### config.mk
export PLATFORM = sky130hd
export DESIGN_NAME = pipelined_approx_multiplier
export DESIGN_NICKNAME = d
export VERILOG_FILES = /design/src/rtl/pipelined_approx_multiplier.sv
export SDC_FILE = /design/constraint.sdc
export NUM_CORES = 1
export LEC_CHECK = 0
export CORE_MARGIN = 5
export CORE_UTILIZATION = 49
export CTS_BUF_LIST = sky130_fd_sc_hd__clkbuf_4 sky130_fd_sc_hd__clkbuf_8 sky130_fd_sc_hd__clkbuf_16
export DETAILED_ROUTE_END_ITERATION = 8
export PLACE_DENSITY = 0.76
export SETUP_SLACK_MARGIN = 0.05
export SYNTH_ARGS = -nofsm -noshare
export SYNTH_HDL_FRONTEND = slang
export SYNTH_SLANG_ARGS = --single-unit
export TNS_END_PERCENT = 30
### constraint.sdc
create_clock -name CLK -period 1.85 [get_ports CLK]
set_clock_uncertainty 0.1 [all_clocks]
set_input_delay 0.185 -clock CLK [delete_from_list [all_inputs] [get_ports CLK]]
set_output_delay 0.185 -clock CLK [all_outputs]
set_load 0.1 [all_outputs]
### src/rtl/pipelined_approx_multiplier.sv
// 3-stage pipelined unsigned WIDTHxWIDTH multiplier with valid/ready handshake and optional
// low-column truncation. Define APPROX_MUL_EXACT_MODE_EN to honour the per-transaction mode input.
module pipelined_approx_multiplier #(
    parameter int unsigned WIDTH       = 8,
    parameter int unsigned APPROX_COLS = 6
) (
    input  logic                   CLK,
    input  logic                   RST_N,
    input  logic                   in_valid,
    output logic                   in_ready,
    input  logic [WIDTH-1:0]       a,
    input  logic [WIDTH-1:0]       b,
    input  logic                   mode,
    output logic                   out_valid,
    input  logic                   out_ready,
    output logic [2*WIDTH-1:0]     product,
    output logic                   out_mode,
    output logic [15:0]            op_count
);

    localparam int unsigned PW = 2 * WIDTH;
    localparam int unsigned NG = (WIDTH + 3) / 4;
    localparam int unsigned NR = 2 * NG;
    localparam logic [PW-1:0] APPROX_MASK = ~((PW'(1) << APPROX_COLS) - PW'(1));
    localparam logic [PW-1:0] COMP_BIT    = PW'(1) << (APPROX_COLS - 1);

    logic v1_q, v2_q, v3_q;
    logic v1_d, v2_d, v3_d;
    logic s2_ok_c, s3_ok_c, s3_move_c;
    logic mode_eff_c;

    logic [PW-1:0] s1_rows_d [NR];
    logic [PW-1:0] s1_rows_q [NR];
    logic          mode1_q;
    logic [PW-1:0] sum2_d, carry2_d;
    logic [PW-1:0] sum2_q, carry2_q;
    logic          mode2_q;
    logic [PW-1:0] sum3_c;
    logic [PW-1:0] product_d, product_q;
    logic          out_mode_d, out_mode_q;
    logic [15:0]   op_count_d, op_count_q;
    logic          cnt_en_c;

`ifdef APPROX_MUL_EXACT_MODE_EN
    assign mode_eff_c = mode;
`else
    // Exact path is compiled out; mode is intentionally ignored.
    logic unused_mode;
    assign unused_mode = mode;
    assign mode_eff_c  = 1'b1;
`endif

    // Backward readiness: a stage may load when empty or when it drains this cycle.
    assign s3_move_c = v3_q & out_ready;
    assign s3_ok_c   = ~v3_q | out_ready;
    assign s2_ok_c   = ~v2_q | (v2_q & s3_ok_c);
    assign in_ready  = ~v1_q | (v1_q & s2_ok_c);

    // Stage 1: masked partial products, padded to a multiple of four rows.
    logic [PW-1:0] pp_c [4*NG];
    for (genvar j = 0; j < 4 * NG; j++) begin : g_pp
        if (j < WIDTH) begin : g_row
            logic [PW-1:0] row;
            assign row      = b[j] ? (PW'(a) << j) : '0;
            assign pp_c[j]  = mode_eff_c ? (row & APPROX_MASK) : row;
        end else begin : g_pad
            assign pp_c[j] = '0;
        end
    end

    // First level: one 4:2 compressor (two chained full-adder rows) per group of four rows.
    for (genvar g = 0; g < NG; g++) begin : g_c42
        logic [PW-1:0] w0, w1, w2, w3, s_a, c_a;
        assign w0  = pp_c[4*g];
        assign w1  = pp_c[4*g+1];
        assign w2  = pp_c[4*g+2];
        assign w3  = pp_c[4*g+3];
        assign s_a = w0 ^ w1 ^ w2;
        assign c_a = ((w0 & w1) | (w0 & w2) | (w1 & w2)) << 1;
        assign s1_rows_d[2*g]   = s_a ^ c_a ^ w3;
        assign s1_rows_d[2*g+1] = ((s_a & c_a) | (s_a & w3) | (c_a & w3)) << 1;
    end

    // Stage 2: carry-save reduction of the remaining rows down to sum and carry.
    for (genvar r = 0; r < NR - 1; r++) begin : g_red
        logic [PW-1:0] s;
        logic [PW-1:0] c;
        if (r == 0) begin : g_base
            assign s = s1_rows_q[0];
            assign c = s1_rows_q[1];
        end else begin : g_csa
            logic [PW-1:0] x, y, z;
            assign x = g_red[r-1].s;
            assign y = g_red[r-1].c;
            assign z = s1_rows_q[r+1];
            assign s = x ^ y ^ z;
            assign c = ((x & y) | (x & z) | (y & z)) << 1;
        end
    end
    assign sum2_d   = g_red[NR-2].s;
    assign carry2_d = g_red[NR-2].c;

    // Stage 3: carry-propagate add plus compensation constant in the truncated columns.
    assign sum3_c = sum2_q + carry2_q;

    always_comb begin
        v1_d       = v1_q;
        v2_d       = v2_q;
        v3_d       = v3_q;
        product_d  = product_q;
        out_mode_d = out_mode_q;
        op_count_d = op_count_q;
        cnt_en_c   = 1'b0;

        if (in_ready) v1_d = in_valid;
        if (s2_ok_c)  v2_d = v1_q;
        if (s3_ok_c)  v3_d = v2_q;

        if (s3_ok_c && v2_q) begin
`ifdef APPROX_MUL_EXACT_MODE_EN
            product_d = mode2_q ? ((sum3_c & APPROX_MASK) | COMP_BIT) : sum3_c;
`else
            product_d = (sum3_c & APPROX_MASK) | COMP_BIT;
`endif
            out_mode_d = mode2_q;
        end

`ifdef APPROX_MUL_EXACT_MODE_EN
        cnt_en_c = s3_move_c & out_mode_q;
`else
        cnt_en_c = s3_move_c;
`endif
        if (cnt_en_c && (op_count_q != 16'hFFFF)) op_count_d = op_count_q + 16'd1;
    end

    always_ff @(posedge CLK or negedge RST_N) begin
        if (!RST_N) begin
            v1_q       <= 1'b0;
            v2_q       <= 1'b0;
            v3_q       <= 1'b0;
            product_q  <= '0;
            out_mode_q <= 1'b0;
            op_count_q <= '0;
        end else begin
            v1_q       <= v1_d;
            v2_q       <= v2_d;
            v3_q       <= v3_d;
            product_q  <= product_d;
            out_mode_q <= out_mode_d;
            op_count_q <= op_count_d;
        end
    end

    // Datapath registers carry no reset; the valid bits qualify them.
    always_ff @(posedge CLK) begin
        if (in_ready && in_valid) begin
            s1_rows_q <= s1_rows_d;
            mode1_q   <= mode_eff_c;
        end
        if (s2_ok_c && v1_q) begin
            sum2_q   <= sum2_d;
            carry2_q <= carry2_d;
            mode2_q  <= mode1_q;
        end
    end

    assign out_valid = v3_q;
    assign product   = product_q;
    assign out_mode  = out_mode_q;
    assign op_count  = op_count_q;

endmodule

# Word-level counts from Yosys, hierarchy flattened
# Index checks and enable logic that the tools add are counted.
# classes
n_eq_ne	1
bitwise	51
muxes	8
n_addsub	2
n_reduce_logical	4
# op_table
op	n
bitwise OR 15 bit	6
bitwise AND 15 bit	4
bitwise AND 14 x 15 -> 15 bit	2
bitwise AND 10 x 11 -> 11 bit	2
bitwise OR 11 bit	2
adder 16 x 1 -> 16 bit, second input constant	1
adder 16 bit	1
inequality test 16 bit, second input constant	1
bitwise XOR 15 x 16 -> 16 bit	1
bitwise XOR 16 bit	1
bitwise AND 11 x 15 -> 15 bit	1
bitwise AND 12 x 15 -> 15 bit	1
two-way mux 15 bit	1
bitwise XOR 12 x 15 -> 15 bit	1
bitwise XOR 14 x 15 -> 15 bit	1
bitwise XOR 15 bit	1
bitwise AND 12 x 14 -> 14 bit	1
bitwise AND 13 x 14 -> 14 bit	1
two-way mux 14 bit	1
bitwise OR 13 x 14 -> 14 bit	1
bitwise OR 14 bit	1
bitwise XOR 13 x 14 -> 14 bit	1
bitwise AND 12 x 13 -> 13 bit	1
two-way mux 13 bit	1
other kinds (22)	31
# word_totals
word_cells	78
regBits	114
out_inout_bits	35

# Depth between registers and ports, before layout
# depth
ltp_word	7
depth_mapped	8

# Worst setup path before layout
# OpenSTA, ideal clock, no wires.
# synth_timing
path_type	register to register
start	register v3_q (netlist: out_valid)
end	register s1_rows_q (netlist bit g_red[0].c[10]) (enable)
n_path_buf	0
synth_period_minus_slack_ns	3.197
arrival_time_ns	2.729
required_time_ns	1.382
path_slack_ns	-1.347
stages_incl_launch_ff	4
path_cell_list	dfrtp_1 -> nor2b_1 -> nand3_1 -> and2_1
# synth_via
elab_chain_cells	7
# synth_lines
element	line_no	rtl
start, declared	27	logic v1_q, v2_q, v3_q;
start signal, assigned	147	v3_q <= v3_d;
NOT 1 bit	55	assign s3_ok_c = ~v3_q | out_ready;
bitwise OR 1 bit	55	
bitwise AND 1 bit	56	assign s2_ok_c = ~v2_q | (v2_q & s3_ok_c);
bitwise OR 1 bit	56	
bitwise AND 1 bit	57	assign in_ready = ~v1_q | (v1_q & s2_ok_c);
bitwise OR 1 bit	57	
via in_ready	10	output logic in_ready,
logical AND 1 bit	156	if (in_ready && in_valid) begin
end signal, assigned	157	s1_rows_q <= s1_rows_d;
end, declared	33	logic [PW-1:0] s1_rows_q [NR];
# The timed path passes the listed nets, and every way through them passes these cells.
# A chain may end at the register's enable or synchronous reset.

# Final worst setup path
# layout_timing
start	register carry2_q[10]
end	register product_q[14] (netlist: product[14])
# layout_via
elab_chain_cells	1
# layout_lines
element	line_no	rtl
start, declared	36	logic [PW-1:0] sum2_q, carry2_q;
start signal, assigned	162	carry2_q <= carry2_d;
adder 16 bit	104	assign sum3_c = sum2_q + carry2_q;
end signal, assigned	148	product_q <= product_d;
end, declared	39	logic [PW-1:0] product_d, product_q;
# Every way passes these cells.

==> impl_results.md <==
* Status: finished with violations
* Violated checks: negative setup slack
* I/O pins at between 50 and 60
* GPL Wtd Cong at 0.868
* Peak supply drop at about 0.57 mV
* IO buf count at 49
* Starting Density at 0.495
* Routed vias/inst at 4.82
* CP peak stage delay at 370 ps
* Final core occ at 0.668
* Tot GR Track Use at 0.151
* Die ar. at 9590 um^2
* Mapped Cells at 293
* Commonest cells in the netlist: 42 x edfxtp_1, 40 x nand2_1, 30 x dfrtp_1
* Synth top area cells: edfxtp_1 33%, dfrtp_1 20%, fa_1 14%, ha_1 5.3%, nand2_1 4.0%
* Post-DP HPWL at 5.13 mm
* Reg power frac at 0.346
* Critical Path, Cell by Cell: ha_1 > nor2b_2 > o31a_1 > o21a_1 > o21a_1 > o31ai_1
* Clock Tree Root: clkbuf_8
* Drt wl/cell at 13.9 um
* Worst setup margin at -72.0 ps
* Async set-or-reset flop fraction in the synthesized netlist at 0.417
* First-pass GRT wire length at 11.6 mm
* Fin Setup TNS at -72.0 ps
* Yosys top cell area share at 0.333
* PD cells at about 1300 nW/um^2
* DRC at 0
* Share of cells above drive strength 1 at 0.293
* Worst r2r dst: product[14]$_DFFE_PN0P_
* P_leak at 0.00223 uW
* Power Internal at 4100 uW
* ANT cells at 0
* Floorplan row count at 32
* Routed Antenna Nets at 0
* Comb pwr share at 0.415
* Mapped Area at about 3800 um^2
* Critical path arrival at 2080 ps
* CTS tree: yes
* Max frequency at 520 MHz
* Syn_area_per_cell at 12.9 um^2
* Synth Register Bits at 72
* Later-pin clock latency in the skew report at 350 ps
* P_sw at 2740 uW
* DIE WIDTH at 97.9 um
* # H-tree levels at 3
* Setup bufs post-CTS at 0
* Worst EP required at between 2000 and 2500 ps
* R2R setup slack at -70 ps
* Layout fillers at roughly 530
* Sequential share of the synthesized area at 0.531
* Most used cell, CP: o21a_1
* Switching share of power at 0.401
* Die H at 97.9 um
* Remaining Overflow, GRT at 0
* Number of enable flip-flop cells after synthesis at 42
* Vias in the first global route at 2475
* RR Startpoint: carry2_q[10]$_DFFE_PP_
* # nets final at 434
* CTS Sinks at 72
* Synth area leader: edfxtp_1
* Storage element area at 2070 um^2
* TritonCTS Buffers at 9
* # setup viols final at 1
* Yosys warns at 0
* Largest net degree at the start of global routing at 31
* Hold Vio Cnt, Final at 0
* Core box area at 7650 um^2
* Period minus WS final at roughly 1900 ps
* Initial antenna violation count at 0
* Register-to-Register Path Depth at 6
* Multi-input gate area at 1740 um^2
* Slew Viols, Final at 0
* Startpoint types: register
* Most numerous cell in the Yosys netlist: edfxtp_1
* Setup CP Type: reg2reg
* Clock transition at path regs at 70 ps
* MaxCap Viol Count at 0
* Via Count at 2298
* Critical Path Fanout Max at 2
* Pre-Repair DR Iteration Count at 4
* Cell variety after synth at 40
* RSZ-0062 raised after global routing: true
* Initial DRC Count at 65
* Total wire length at 6.61 mm
* Top_reg_cell synth: edfxtp_1
* Hold WC Path Type: in2async
* Clock Power Share at 0.239
* Crit end category: register
* Synth-to-layout area growth at 34.7%
* Final Cycle Share at 1.04
* Hold buffers post-CTS at 0
* Slowest library cell on the worst path: edfxtp_1
* Clk buf depth at 2
==> worst max-delay path, delay by kind of cell (launching register included) <==
family | cells | cell delay, ps
and+or+nand+nor | 1 | 180
AOI/OAI and AO/OA | 4 | 830
adders and majority gates | 1 | 360
DFF | 1 | 370
==> cell usage in the layout (no fill, tap or decap), types with 3 or more instances in the layout <==
| cell | n |
|---|---|
| and2_1 | 20 |
| buf_12 | 18 |
| buf_4 | 31 |
| bufinv_16 | 4 |
| clkbuf_8 | 9 |
| clkdlybuf4s50_1 | 6 |
| conb_1 | 5 |
| dfrtp_1 | 13 |
| dfrtp_4 | 15 |
| dlygate4sd2_1 | 9 |
| dlymetal6s2s_1 | 4 |
| edfxtp_1 | 42 |
| fa_1 | 25 |
| ha_1 | 13 |
| inv_1 | 28 |
| mux2_2 | 3 |
| nand2_1 | 38 |
| nand2b_1 | 5 |
| nand3_1 | 4 |
| nand4_1 | 3 |
| nor2_1 | 3 |
| nor3_1 | 3 |
| o21a_1 | 5 |
| o21ai_0 | 5 |
| o21ai_1 | 3 |
| xnor2_1 | 11 |
| xor2_1 | 8 |
==> logic make-up (layout without fill, tap and decap cells) <==
logic type | after synthesis | count (layout) | share of synthesized area
adders and majority gates | 43 | 43 | 0.196
other | 1 | 5 | 0.000990
muxes | 4 | 4 | 0.0129
buffers and inverters | 36 | 114 | 0.0416
AOI/OAI and AO/OA | 24 | 24 | 0.0413
xor gates and xnor gates | 19 | 19 | 0.0439
DFF | 72 | 72 | 0.531
and+or+nand+nor | 94 | 94 | 0.133
==> metal layers <==
metal	routed length, um	up-vias	track usage
met5	0	-	0
met3	270	18	0.0336
li1	-	1119	-
met1	2770	1103	0.184
met2	3380	58	0.252
met4	189	0	0.0799
==> per-stage QoR <==
step	area, um^2	worst slack (ps)	power, uW	hold WS [ps]	cells
6_report	5100	-72.0	6850	116	477
5_1_grt	5100	-176	7190	149	477
4_1_cts	5050	-76.4	6840	110	477
3_5_place_dp	4770	-525	5160	372	461
3_3_place_gp	4770	-432	5080	358	461
2_1_floorplan	3900	-50.3	4300	-211	297
==> flip-flops by register name, indices dropped and copies added (netlist names) <==
signal,cells
g_red.g_csa.z,16
op_count,16
product,11
sum2_q,9
carry2_q,8
g_red.s,5
g_red.c,4
out_valid,1
v1_q,1
v2_q,1
==> power groups by stage <==
| stage | Combinational (uW) | Clock [uW] | Sequential, uW |
|---|---|---|---|
| final | 2840 | 1640 | 2370 |
| after global routing | 3040 | 1750 | 2400 |
| after CTS | 2810 | 1670 | 2360 |
| after detailed placement | 2770 | 0 | 2390 |
| after global placement | 2710 | 0 | 2370 |
| after floorplan | 754 | 0 | 3540 |
==> timing repair <==
action | in CTS | in global routing
endpoints found under the setup margin | 18 | 13
resized for setup | 15 | 16
pin swaps | 1 | 13
==> worst max path at each step <==
stage	from	to	slack (ps)	depth (start not counted)
3_3_place_gp	b[4]	g_red[1].g_csa.z[7]$_DFFE_PP_	-430	5
6_report	carry2_q[10]$_DFFE_PP_	product[14]$_DFFE_PN0P_	-70	6
4_1_cts	carry2_q[8]$_DFFE_PP_	product[14]$_DFFE_PN0P_	-80	8
3_5_place_dp	a[5]	g_red[1].g_csa.z[9]$_DFFE_PP_	-520	5
5_1_grt	carry2_q[8]$_DFFE_PP_	product[14]$_DFFE_PN0P_	-180	8
2_1_floorplan	op_count[1]$_DFFE_PN0P_	op_count[6]$_DFFE_PN0P_	-50	6
==> cell type report <==
cell class	count	share of cell area
clock buffer	11	0.0272
sequential	72	0.406
clock inverter	5	0.0252
tap	102	0.0250
multi-input combinational	189	0.340
timing repair buffer	69	0.155
inverter	29	0.0213
(Power assumes the default switching activity.)
